**src/rtl/alu_issue.sv**
```systemverilog
// RV32I integer-computational issue stage: decodes into ALU operands/operation and presents
// them registered to execute, with a two-entry skid buffer for full throughput.

package common;
    typedef enum logic [3:0] {
        AluAdd, AluSub, AluSll, AluSlt, AluSltu, AluXor, AluSrl, AluSra, AluOr, AluAnd, AluLui
    } alu_operation_type;
endpackage

module alu_issue
    import common::*;
#(
    parameter int unsigned DATA_WIDTH = 32
) (
    input  logic                  clk,
    input  logic                  rst_n,
    input  logic                  in_valid,
    output logic                  in_ready,
    input  logic [31:0]           in_instr,
    input  logic [DATA_WIDTH-1:0] in_pc,
    input  logic [DATA_WIDTH-1:0] in_rs1_data,
    input  logic [DATA_WIDTH-1:0] in_rs2_data,
    output logic                  ex_valid,
    input  logic                  ex_ready,
    output logic [DATA_WIDTH-1:0] ex_a,
    output logic [DATA_WIDTH-1:0] ex_b,
    output alu_operation_type     ex_op,
    output logic [4:0]            ex_rd,
    output logic                  ex_wb_en,
    output logic                  ex_illegal
);

    typedef struct packed {
        logic [DATA_WIDTH-1:0] a;
        logic [DATA_WIDTH-1:0] b;
        alu_operation_type     op;
        logic [4:0]            rd;
        logic                  wb_en;
        logic                  illegal;
    } entry_t;

    typedef enum logic [1:0] {StEmpty, StOne, StTwo} state_e;

    state_e state_q, state_d;
    entry_t out_q, out_d, skid_q, skid_d, dec;

    logic [6:0]            opcode, funct7;
    logic [2:0]            funct3;
    logic [4:0]            rd;
    logic [DATA_WIDTH-1:0] imm_i, shamt_i, shamt_r;
    logic                  is_shift, legal;
    alu_operation_type     base_op, dec_op;
    logic [DATA_WIDTH-1:0] dec_a, dec_b;
    logic                  in_xfer, out_xfer;
    logic                  unused_rs1_idx;

    assign opcode   = in_instr[6:0];
    assign rd       = in_instr[11:7];
    assign funct3   = in_instr[14:12];
    assign funct7   = in_instr[31:25];
    assign imm_i    = {{(DATA_WIDTH-12){in_instr[31]}}, in_instr[31:20]};
    assign shamt_i  = {{(DATA_WIDTH-5){1'b0}}, in_instr[24:20]};
    assign shamt_r  = {{(DATA_WIDTH-5){1'b0}}, in_rs2_data[4:0]};
    assign is_shift = (funct3[1:0] == 2'b01);
    // Register indices are resolved upstream; only the data arrives here.
    assign unused_rs1_idx = ^in_instr[19:15];

    always_comb begin
        base_op = AluAdd;
        unique case (funct3)
            3'b000: base_op = AluAdd;
            3'b001: base_op = AluSll;
            3'b010: base_op = AluSlt;
            3'b011: base_op = AluSltu;
            3'b100: base_op = AluXor;
            3'b101: base_op = AluSrl;
            3'b110: base_op = AluOr;
            3'b111: base_op = AluAnd;
            default: base_op = AluAdd;
        endcase
    end

    always_comb begin
        legal  = 1'b0;
        dec_op = AluAdd;
        dec_a  = in_rs1_data;
        dec_b  = in_rs2_data;
        unique case (opcode)
            7'b0110111: begin
                legal  = 1'b1;
                dec_op = AluLui;
                dec_a  = '0;
                dec_b  = {{(DATA_WIDTH-20){1'b0}}, in_instr[31:12]};
            end
            7'b0010111: begin
                legal = 1'b1;
                dec_a = in_pc;
                dec_b = {in_instr[31:12], 12'b0};
            end
            7'b0010011: begin
                legal  = !is_shift || funct7 == 7'b0000000
                         || (funct3 == 3'b101 && funct7 == 7'b0100000);
                dec_op = (funct3 == 3'b101 && funct7[5]) ? AluSra : base_op;
                dec_b  = is_shift ? shamt_i : imm_i;
            end
            7'b0110011: begin
                dec_b = is_shift ? shamt_r : in_rs2_data;
                if (funct7 == 7'b0000000) begin
                    legal  = 1'b1;
                    dec_op = base_op;
                end else if (funct7 == 7'b0100000 && funct3 == 3'b000) begin
                    legal  = 1'b1;
                    dec_op = AluSub;
                end else if (funct7 == 7'b0100000 && funct3 == 3'b101) begin
                    legal  = 1'b1;
                    dec_op = AluSra;
                end
            end
            default: legal = 1'b0;
        endcase

        dec.a       = legal ? dec_a : '0;
        dec.b       = legal ? dec_b : '0;
        dec.op      = legal ? dec_op : AluAdd;
        dec.rd      = rd;
        dec.wb_en   = legal && (rd != 5'd0);
        dec.illegal = !legal;
    end

    assign ex_valid = (state_q != StEmpty);
    // Derived purely from the state flop so it never depends on ex_ready combinationally.
    assign in_ready = (state_q != StTwo);
    assign in_xfer  = in_valid && in_ready;
    assign out_xfer = ex_valid && ex_ready;

    always_comb begin
        state_d = state_q;
        out_d   = out_q;
        skid_d  = skid_q;
        unique case (state_q)
            StEmpty: begin
                if (in_xfer) begin
                    state_d = StOne;
                    out_d   = dec;
                end
            end
            StOne: begin
                if (in_xfer && out_xfer) begin
                    out_d = dec;
                end else if (in_xfer) begin
                    state_d = StTwo;
                    skid_d  = dec;
                end else if (out_xfer) begin
                    state_d = StEmpty;
                end
            end
            StTwo: begin
                if (out_xfer) begin
                    state_d = StOne;
                    out_d   = skid_q;
                end
            end
            default: state_d = StEmpty;
        endcase
    end

    always_ff @(posedge clk or negedge rst_n) begin
        if (!rst_n) begin
            state_q <= StEmpty;
            out_q   <= '0;
            skid_q  <= '0;
        end else begin
            state_q <= state_d;
            out_q   <= out_d;
            skid_q  <= skid_d;
        end
    end

    assign ex_a       = out_q.a;
    assign ex_b       = out_q.b;
    assign ex_op      = out_q.op;
    assign ex_rd      = out_q.rd;
    assign ex_wb_en   = out_q.wb_en;
    assign ex_illegal = out_q.illegal;

endmodule

```
**config.mk**
```make
export PLATFORM = sky130hd
export DESIGN_NAME = alu_issue
export DESIGN_NICKNAME = d
export VERILOG_FILES = /design/src/rtl/alu_issue.sv
export SDC_FILE = /design/constraint.sdc
export NUM_CORES = 1
export LEC_CHECK = 0
export ABC_AREA = 1
export CAP_MARGIN = 20
export CELL_PAD_IN_SITES_DETAIL_PLACEMENT = 1
export CELL_PAD_IN_SITES_GLOBAL_PLACEMENT = 2
export CORE_ASPECT_RATIO = 1.2
export CORE_MARGIN = 3
export CORE_UTILIZATION = 27
export DETAILED_ROUTE_END_ITERATION = 10
export PLACE_DENSITY = 0.87
export SYNTH_ARGS = -nofsm -noshare
export SYNTH_HDL_FRONTEND = slang
export SYNTH_SLANG_ARGS = --single-unit
```
**constraint.sdc**
```tcl
create_clock -name clk -period 1.8 [get_ports clk]
set_input_delay 0.27 -clock clk [delete_from_list [all_inputs] [get_ports clk]]
set_output_delay 0.27 -clock clk [all_outputs]
set_load 0.02 [all_outputs]
```
==> results.md <==
* Clock Skew at 0.01106 ns
* Antenna diodes at 0
* CTS tree: yes
* FF-to-FF path depth at 8
* Most frequent cells in the layout: nand2_1, clkdlybuf4s50_1, nor2_1
* Worst slew pin tran at 0.6391 ns
* Max-Cap Viols at 0
* Height of the die at 199.0 µm
* Syn_area_per_cell at 6.749 µm²
* Critical path capture point type: primary output
* Placer congestion estimate at 0.8476
* Sink Count at 152
* Vias in the first global route at 9228
* Slew HR at 57.39%
* Final setup viols at 0
* Port bufs at 208
* Crit start category: register
* Final hold slack at 0.3370 ns
* CTS Buf Count at 17
* Slowest cell on crit path: clkdlybuf4s50_1
* Clock transition at path regs at 0.06 ns
* Net count after synthesis at 1378
* Slowest stage delay, CP at 0.67 ns
* Starting Density at 27.42%
* Tmin final at 1.732 ns
* Post-place setup slack at -0.5764 ns
* DRT iter0 DRCs at 433
* First-pass GRT wire length at 48.47 mm
* Layout area overhead at 47.99%
* Final wirelength at 31.13 mm
* Maximum VDD drop at 532.6 µV
* Most common cell after layout, fill and taps aside: nand2_1
* Die ar. at 33200 µm²
* Gr ovfl total at 0
* Crit path depth at 1
* Via Count at 8904
* Lkg Pwr at 6.577 nW
* Total power density per cell area at 1118 nW/µm²
* Layout cells sized above 1 at 11.35%
* Worst path cell trace: clkdlybuf4s50_1
* Crit path arrival time at 1.46 ns
* Drc violations at 0
* Area of the core at 30570 µm²
* Die W at 166.8 µm
* Fmax at 577.3 MHz
* Slew Limit Fails at 0
* WS Path Type: reg2out
* Distinct cells, synth at 27
* Peak fanout along the critical path at 2
* Critical path data required time at 1.53 ns
* DR WL/cell at 16.37 µm
* Clk_lat worst skew at 0.43 ns
* Worst Path Buf+Inv at 1
* Fillers at 3741
* Largest net degree at the start of global routing at 85
* Min-delay worst type: in2async
* Final core occ at 40.58%
* # IOs at 209
* Register area share after synthesis at 45.38%
* Final Cycle Share at 96.24%
* ANT nets after route at 0
* Final hold vios at 0
* Post-Synthesis Cell Area at 8382 µm²
* Register bit count reported by yosys at 152
* YS warnings at 0
* DRT Pass-1 Iters at 4
* Total track usage at 17.91%
* Root buffer cell: clkbuf_16
* Max H-tree Level at 4
* Mapped Cells at 1242
* Cell row count at 70
* # nets final at 1631
* Post-DR vias/cell at 4.681
* Initial antenna violation count at 1
* Clock Path Buffers at 2
* Status: finished, final reports clean
* CP delay by family, top: buffers and inverters
* Final HPWL DP at 21.67 mm
* Final WS setup at 0.06767 ns
## sequential cells by signal, indices dropped and copies added (netlist names)
signal / count
ex_wb_en: 1
skid_q: 75
ex_illegal: 1
state_q: 2
ex_op: 4
ex_b: 32
ex_a: 32
ex_rd: 5
## power breakdown
part	total, W	internal, W	switching [W]
Combinational	0.00590	0.00255	0.00335
Sequential	0.00453	0.00412	0.000407
Clock	0.00344	0.00197	0.00147
Total	0.0139	0.00864	0.00523
## through the flow
step / area, µm² / setup TNS (ns) / total power [W] / instances
final: 12400 / 0 / 0.01387 / 1902
after global placement: 11440 / -57.52 / 0.01021 / 1855
after floorplan: 8382 / 0 / 0.007425 / 1242
after CTS: 12100 / 0 / 0.01386 / 1889
after detailed placement: 11440 / -67.18 / 0.01033 / 1855
after global routing: 12400 / -0.005091 / 0.01483 / 1902
## layer usage
metal / track usage, % / up-vias / share of wire [%]
met1: 22.93 / 4327 / 44
met2: 31.67 / 186 / 51
met4: 4.279 / 0 / 1.3
met3: 3.061 / 23 / 3.9
li1: - / 4368 / -
met5: 0 / - / 0
## worst register-to-register path, cell delays in order (launching register included)
cell and delay (ns):
dfrtp_1 0.43, o31ai_1 0.27, buf_4 0.16, nand3_4 0.10
buf_4 0.18, buf_12 0.17, nor2_1 0.12, nand2_1 0.08
nand2_1 0.06
## area by class of cell
cell class	instances	area (µm²)	share of cell area, %
Clock inverter	10	97.59	0.7868
Tap cell	396	495.5	3.994
Timing Repair Buffer	307	3243	26.14
Inverter	39	146.4	1.180
Clock buffer	20	456.7	3.682
Sequential cell	152	3804	30.66
Multi-Input combinational cell	978	4161	33.55
## Yosys cell counts, drive strengths merged
cell type | instances | area [µm²]
nand3b | 1 | 7.510
nand4 | 24 | 150.1
clkbuf | 41 | 153.9
nor3 | 2 | 20.02
nand2 | 631 | 2384
a21oi | 3 | 15.01
inv | 39 | 146.4
buf | 32 | 205.2
o31ai | 1 | 7.510
ha | 4 | 50.05
a31oi | 5 | 31.28
dfrtp | 152 | 3804
nor2 | 167 | 671.9
mux2 | 2 | 22.52
mux2i | 1 | 10.01
o21ai | 81 | 405.4
nand3 | 56 | 297.8
## repair_timing
action / CTS / global route
setup buffers: 1 / 8
gates resized for setup: 13 / 47
endpoints found under the setup margin: 85 / 137
hold buffers: 1 / 0
gates cloned: 2 / 5
hold endpoints to repair: 36 / 0
pin swaps: 0 / 18
## cells by family (layout without fill, tap and decap cells)
group / after synthesis / after routing / synth area share [%]
muxes: 3 / 3 / 0.3881
DFF: 152 / 152 / 45.38
AOI/OAI and AO/OA: 90 / 90 / 5.478
and+or+nand+nor: 881 / 881 / 42.13
buffers and inverters: 112 / 376 / 6.031
adders and majority gates: 4 / 4 / 0.5971
## final timing paths
kind                             from        to  slack [ns]
max                          ex_op[3]  ex_op[3]        0.07
min                             rst_n   ex_a[9]        0.34
max reg2reg                state_q[1]   ex_a[8]        0.18
min reg2reg                  ex_op[1]  ex_op[1]        0.48
max in group asynchronous       rst_n   ex_b[6]        0.85
min in group clk             ex_op[1]  ex_op[1]        0.48
No activity file was read; power rests on OpenSTA's default activity.
